File: src/rtl/skip_fetch_stage.sv
// skip_fetch_stage: CAM-based fetch skip lookup with a registered next PC and a valid/ready output stage; the SKIP_STATS_EN macro adds a saturating skip counter.
module skip_fetch_stage #(
    parameter int ENTRIES     = 16,
    parameter int INSTR_SHIFT = 0,
    parameter int BLOCK_IDX   = 0
) (
    input  logic               ClockIn,
    input  logic               AsyncResetIn,
    input  logic               PCValidIn,
    output logic               PCReadyOut,
    input  logic [31:0]        PredictedPCIn,
    output logic               FetchValidOut,
    input  logic               FetchReadyIn,
    output logic [31:0]        NextPCOut,
    output logic               SkipEnOut,
    output logic [3:0]         HitIdxOut,
    output logic [31:0]        SkipEntryOut,
    output logic               Rs1ReadEnOut,
    output logic               Rs2ReadEnOut,
    input  logic [31:0]        RfPtr_SimReg,
    input  logic [ENTRIES-1:0] RB_ValidIn,
    input  logic               FlushIn,
    input  logic               WriteEnIn,
    input  logic [31:0]        WriteAddressIn,
    input  logic [31:0]        WriteDataIn,
    output logic [31:0]        SkipStatOut
);
    localparam int L = $clog2(ENTRIES);
    localparam logic [31:0] ENTRY_MASK = 32'hFFFF_F0FF;

    logic [31:0]        cam_q [ENTRIES];
    logic [31:0]        cam_d [ENTRIES];
    logic [31:0]        ent_q [ENTRIES];
    logic [31:0]        ent_d [ENTRIES];
    logic [ENTRIES-1:0] sts_q, sts_d;
    logic               fv_q, fv_d, skip_q, skip_d, rs1_q, rs1_d, rs2_q, rs2_d;
    logic [31:0]        npc_q, npc_d, entry_q, entry_d;
    logic [3:0]         hit_q, hit_d;

    logic        hit, skip, acc, wr_ok, cmp, ign;
    logic [3:0]  hit_idx, rs1, rs2;
    logic [31:0] entry, target;
    logic [15:0] sts_x, rbv_x;

    assign PCReadyOut    = !fv_q || FetchReadyIn;
    assign acc           = PCValidIn && PCReadyOut && !FlushIn;
    assign wr_ok         = WriteEnIn && ((WriteAddressIn >> (L + 1)) == 32'(BLOCK_IDX));
    assign FetchValidOut = fv_q;
    assign NextPCOut     = npc_q;
    assign SkipEnOut     = skip_q;
    assign HitIdxOut     = hit_q;
    assign SkipEntryOut  = entry_q;
    assign Rs1ReadEnOut  = rs1_q;
    assign Rs2ReadEnOut  = rs2_q;

    // Lookup on the pre-write table: lowest matching valid entry wins, then the skip decision.
    always_comb begin
        hit     = 1'b0;
        hit_idx = '0;
        entry   = '0;
        for (int i = ENTRIES - 1; i >= 0; i--) begin
            if (cam_q[i] == PredictedPCIn && ent_q[i][31]) begin
                hit     = 1'b1;
                hit_idx = 4'(i);
                entry   = ent_q[i];
            end
        end
        sts_x  = 16'(sts_q);
        rbv_x  = 16'(RB_ValidIn);
        cmp    = entry[30];
        ign    = entry[24];
        rs1    = entry[23:20];
        rs2    = entry[19:16];
        skip   = hit && (cmp ? (sts_x[rs1] && rbv_x[rs1] && (ign || (sts_x[rs2] && rbv_x[rs2])))
                             : RfPtr_SimReg[entry[29:25]]);
        target = PredictedPCIn + (32'(entry[7:0]) << INSTR_SHIFT);
    end

    // Next state: table writes, skip-status update/flush, and the output register handshake.
    always_comb begin
        cam_d   = cam_q;
        ent_d   = ent_q;
        sts_d   = sts_q;
        fv_d    = FlushIn ? 1'b0 : acc ? 1'b1 : FetchReadyIn ? 1'b0 : fv_q;
        npc_d   = acc ? (skip ? target : PredictedPCIn) : npc_q;
        skip_d  = acc ? skip : skip_q;
        hit_d   = acc ? hit_idx : hit_q;
        entry_d = acc ? entry : entry_q;
        rs1_d   = acc ? skip : rs1_q;
        rs2_d   = acc ? (skip && cmp && !ign) : rs2_q;
        if (wr_ok && WriteAddressIn[0])
            ent_d[WriteAddressIn[L:1]] = WriteDataIn & ENTRY_MASK;
        if (wr_ok && !WriteAddressIn[0])
            cam_d[WriteAddressIn[L:1]] = WriteDataIn;
        if (FlushIn)
            sts_d = '0;
        else if (acc && hit)
            sts_d[hit_idx[L-1:0]] = skip;
    end

    // State registers with synchronous active-low reset.
    always_ff @(posedge ClockIn) begin
        if (!AsyncResetIn) begin
            cam_q   <= '{default: '0};
            ent_q   <= '{default: '0};
            sts_q   <= '0;
            fv_q    <= 1'b0;
            npc_q   <= '0;
            skip_q  <= 1'b0;
            hit_q   <= '0;
            entry_q <= '0;
            rs1_q   <= 1'b0;
            rs2_q   <= 1'b0;
        end else begin
            cam_q   <= cam_d;
            ent_q   <= ent_d;
            sts_q   <= sts_d;
            fv_q    <= fv_d;
            npc_q   <= npc_d;
            skip_q  <= skip_d;
            hit_q   <= hit_d;
            entry_q <= entry_d;
            rs1_q   <= rs1_d;
            rs2_q   <= rs2_d;
        end
    end

`ifdef SKIP_STATS_EN
    logic [31:0] stat_q, stat_d;

    // Count accepted skipped lookups, saturating at all-ones.
    always_comb stat_d = (acc && skip && !(&stat_q)) ? stat_q + 32'd1 : stat_q;

    // Counter register; flush does not clear it.
    always_ff @(posedge ClockIn) begin
        if (!AsyncResetIn) stat_q <= '0;
        else stat_q <= stat_d;
    end

    assign SkipStatOut = stat_q;
`else
    assign SkipStatOut = '0;
`endif
endmodule

File: config.mk
export PLATFORM = sky130hd
export DESIGN_NAME = skip_fetch_stage
export DESIGN_NICKNAME = d
export VERILOG_FILES = /design/src/rtl/skip_fetch_stage.sv
export SDC_FILE = /design/constraint.sdc
export NUM_CORES = 2
export LEC_CHECK = 0
export CAP_MARGIN = 30
export CORE_AREA = 2 2 284 286
export CTS_CLUSTER_SIZE = 14
export DETAILED_ROUTE_END_ITERATION = 16
export DIE_AREA = 0 0 286 288
export HOLD_SLACK_MARGIN = 0.1
export PLACE_DENSITY_LB_ADDON = 0.1
export RECOVER_POWER = 50
export SYNTH_ARGS = -nofsm -noshare
export SYNTH_HDL_FRONTEND = slang
export SYNTH_SLANG_ARGS = --single-unit
File: constraint.sdc
create_clock -name ClockIn -period 24.1 [get_ports ClockIn]
set_input_delay 7.23 -clock ClockIn [delete_from_list [all_inputs] [get_ports ClockIn]]
set_output_delay 7.23 -clock ClockIn [all_outputs]
set_load 0.01 [all_outputs]
After elaboration in Yosys (flattened, before gate mapping) --
Cells that the tools add are included.
Word-level totals: register bits 1111, input port bits 150, output and inout port bits 105, word-level logic and storage cells 173
Operators by class: add/sub/neg operators 1, order comparisons 7, equal/unequal tests 16, mux-type cells 69, bitwise operators 2, reductions and logical operators 39
Operator list (count):
- 512-bit bitwise mux | 2
- 32-bit two-way mux | 18
- 32-bit equality test | 16
- 32-bit demux with 4-bit select | 1
- 4-bit two-way mux | 16
- 32-bit by 8-bit adder with 32-bit output | 1
- 32-bit logical NOT | 1
- 1-bit logical AND | 30
- 1-bit two-way mux | 25
- 1-bit binary-select mux with 4-bit select | 4
- 16-bit bitwise mux | 1
- 4-bit by 5-bit less-than comparator with 1-bit output, second input constant | 3
- 5-bit by 6-bit less-than comparator with 1-bit output, second input constant | 1
- 1-bit binary-select mux with 5-bit select | 1
- 5-bit >= comparator, second input constant | 1
- 5-bit by 1-bit less-than comparator with 1-bit output, second input constant | 1
- 4-bit NOT with 5-bit output | 1
- 1-bit demux with 4-bit select | 1
- 4-bit by 1-bit >= comparator with 1-bit output, second input constant | 1
- 1-bit logical NOT | 4
- 1-bit logical OR | 2
- 2-bit nonzero test | 1
- 2-bit OR reduction | 1
- 1-bit NOT | 1

Longest topological paths before layout --
depth after elaboration 27, gate-level depth with buffers 37, mapped depth without buffers 30

Least setup slack after synthesis --
OpenSTA, ideal clock, no wires.
path kind input-to-output, start point in FetchReadyIn, end point out PCReadyOut, arrival 7.484 ns, required time 16.870 ns, path slack 9.386 ns, stages on the path 2, buffers on the path 0, cell sequence nor2b_1 inv_1
On the way: longest elaborated chain between the ends 1
RTL lines:
- start, declared | line 13 | input logic FetchReadyIn,
- 1-bit logical OR | line 45 | assign PCReadyOut = !fv_q || FetchReadyIn;
- end, declared | line 10 | output logic PCReadyOut,
No other way between the ends.

Worst setup path after layout --
start point in AsyncResetIn, end point reg cam_q[315] in the netlist's numbering
RTL lines:
- start, declared | line 8 | input logic AsyncResetIn,
- end signal, assigned | line 115 | cam_q <= cam_d;
- end, declared | line 31 | logic [31:0] cam_q [ENTRIES];
No word-level cell between the ends.

==> flow_metrics.tcl <==
set metrics [dict create \
    status "finished with violations" \
    violations "capacitance limit, slew limit" \
    antenna_found_initial 5 \
    synth_top_family_by_area "simple AND/OR/NAND/NOR gates" \
    rsz0062_at_grt "no" \
    critPathArrivalTime_ns 18.75 \
    root_buffer "clkbuf_16" \
    worst_path_largest_cell_delay_ns 2.86 \
    cp_max_fo 121 \
    r2r-end "NextPCOut[30]$_SDFFE_PN0P_" \
    cts_tree "yes" \
    max_freq_mhz 54.8 \
    yosysUniqueCellTypes 97 \
    syn-mean-instance-area_um2 7.44 \
    tns_ns 0 \
    postCtsSetupBuffers 0 \
    p_leak_uw 0.0194 \
    netlist.area_leader.share_pct 40.9 \
    critPathTopFamily "buffers and inverters" \
    wire_per_inst_um 24.0 \
    r2r.worst_path.cells 29 \
    final_common_cell "nand2_1" \
    final_core_util_pct 72.0 \
    slew-limit-headroom_pct -193 \
    crit_chain "dlygate4sd3_1, clkbuf_1, clkinvlp_2, clkbuf_1, clkbuf_1, buf_4, buf_4, a21oi_1" \
    grt_max_degree 122 \
    synth_xor_area_share_pct 9.21 \
    fp.dieW_um 286 \
    yosys-mux-area-fraction_pct 1.51 \
    yosys_warnings 0 \
    cts_max_path_buffers 3 \
    finalHoldViolations 0 \
    htree_levels 3 \
    hold_end "SkipEntryOut[26]$_SDFFE_PN0P_" \
    clk_latency_ns 0.68 \
    cts.repair.resized 0 \
    slew_violations 575 \
    drt_iter0_markers 6513 \
    synthSimpleGateAreaFrac_pct 25.9 \
    wl_um 191000 \
    cp-end-kind "register" \
    async_flop_share_pct 0 \
    yosysTopAreaCell "dfxtp_1" \
    drive_gt1_share_pct 6.94 \
    gp_congestion 0.945 \
    die_area_mm2 0.0824 \
    die_h_um 288 \
    cpMostUsedCell "clkbuf_1" \
    cp_data_required_time_ns 24.60 \
    maxCapViolCount 6 \
    dr_total_vias 50400 \
    synth-seq-cells 1043 \
    r2r_slack_ns 16.52 \
    synth-edff-count 0 \
    dpl.hpwl_um 115000 \
    holdCritStartpoint "SkipEntryOut[26]$_SDFFE_PN0P_" \
    ys.flop_type "dfxtp_1" \
    yosysSeqAreaShare_pct 40.9 \
    synthAdderAreaFrac_pct 0.235 \
    min_path_type "register to register" \
    yosys-top-cells-area "dfxtp_1, nand2_1, a21oi_1" \
    synthCells 6861 \
    startpoint_type "input pin" \
    min_period_over_period_pct 75.7 \
    cts_buffers 108 \
    initial_utilization_pct 64.1 \
    grt_usage_pct 44.7 \
    placementRows 104 \
    p_per_area_mw_per_mm2 64.5 \
    num-nets-final 6962 \
    vdd_drop_max_mv 0.0728 \
    io_buffers 218 \
    ant_nets 0 \
    finalSetupViolCount 0 \
    fin_worst_skew_ns 0.0121 \
    worst-setup-path-type "input pin to register" \
    crit_buf_inv 7 \
    min_period_ns 18.25 \
    drc_errors 0 \
    vias_per_cell 6.34 \
    ctsHoldBuffers 0 \
    grt_overflow 0 \
    max_slew.worst_pin.slew_ns 4.38 \
    layout_common_cells "nand2_1, a21oi_1, dfxtp_1, xnor2_1, nand4_1" \
    drtPass1Iterations 6 \
    path_clk_slew_ns 0.06 \
    io_pins 255 \
    hold_depth 2 \
    synth_compound_area_share_pct 16.6 \
    grt_pass1_vias 46700 \
    grt_first_pass_wirelength_um 281000 \
    r2r_start "cam_q[57]$_SDFFE_PN0P_" \
    areaGrowthSynthToFinish_pct 12.4 \
    path_depth 8 \
    coreArea_mm2 0.0796 \
    clkSinkCount 1043 \
    slowest_stage "clkbuf_1" \
    synth_area_mm2 0.0510 \
]
==> through the flow <==
step                cell area (um^2)  instances  setup WS (ns)  hold WS (ns)  power [uW]
floorplan                      51200       6896           9.39         0.431        1910
global placement               52800       7705           8.45         0.436        2010
detailed placement             53800       7750           8.46         0.442        2020
CTS                            57300       7946           8.45         0.450        3680
global route                   57400       7949           5.34         0.466        3770
finish                         57400       7950           5.85         0.446        3700
==> sequential cells by signal, indices dropped and copies added (netlist names) <==
name	cells
FetchValidOut	1
SkipEntryOut	28
HitIdxOut	4
Rs2ReadEnOut	1
Rs1ReadEnOut	1
cam_q	512
NextPCOut	32
ent_q	448
sts_q	16
==> worst min-delay path: stages, from the launching register on <==
cell,delay (ns)
dfxtp_1,0.30
nand2_1,0.05
a21oi_1,0.05
==> Yosys cell counts, types with 20 or more instances <==
cell type  instances
a211oi_1          22
a21o_1            22
a21oi_1         1102
a221oi_1          20
a31oi_1           20
and2_1            43
and3_1            55
buf_2             55
buf_4             62
clkbuf_1         453
dfxtp_1         1043
inv_1             42
mux2i_1           57
nand2_1         2202
nand2b_1          35
nand3_1           98
nand4_1          179
nor2_1           170
nor3_1            45
nor4_1            74
o21ai_0          133
or4_1             27
xnor2_1          376
xor2_1           159
==> cell families (layout without fill, tap and decap cells) <==
logic type / after synthesis / in the layout
AO/OA/AOI/OAI: 1510 / 1510
XOR/XNOR: 536 / 536
adder cells (fa/ha/maj): 9 / 9
buffers and inverters: 643 / 636
flip-flops: 1043 / 1043
multiplexers: 75 / 75
other: 1 / 37
AND/OR/NAND/NOR: 3044 / 3044
==> report_power, final <==
part           internal, uW  switching, uW  total [uW]
clock                   993            710        1700
sequential             1730           3.30        1730
combinational          70.4            194         265
total                  2790            908        3700
==> worst max path at each step <==
stage / from / to
2_1_floorplan: FetchReadyIn / PCReadyOut
6_report: AsyncResetIn / cam_q[315]$_SDFFE_PN0P_
5_1_grt: AsyncResetIn / cam_q[163]$_SDFFE_PN0P_
3_5_place_dp: FetchReadyIn / PCReadyOut
3_3_place_gp: FetchReadyIn / PCReadyOut
4_1_cts: FetchReadyIn / PCReadyOut
==> metal layers <==
| layer | track usage [%] | part of all wire [%] | vias up |
|---|---|---|---|
| li1 | - | - | 22800 |
| met1 | 55.7 | 36 | 23300 |
| met2 | 66.9 | 42 | 3260 |
| met3 | 11.2 | 13 | 958 |
| met4 | 33.8 | 9.0 | 8 |
| met5 | 0 | 0.025 | - |
==> layout make-up <==
class	count	area, um^2
Antenna cell	1	2.50
Clock buffer	173	3330
Clock inverter	23	249
Fill cell	6469	22300
Inverter	43	163
Multi-Input combinational cell	5210	27500
Sequential cell	1043	20900
Tap cell	1060	1330
Timing Repair Buffer	397	3880
No activity file was read; power rests on OpenSTA's default activity.
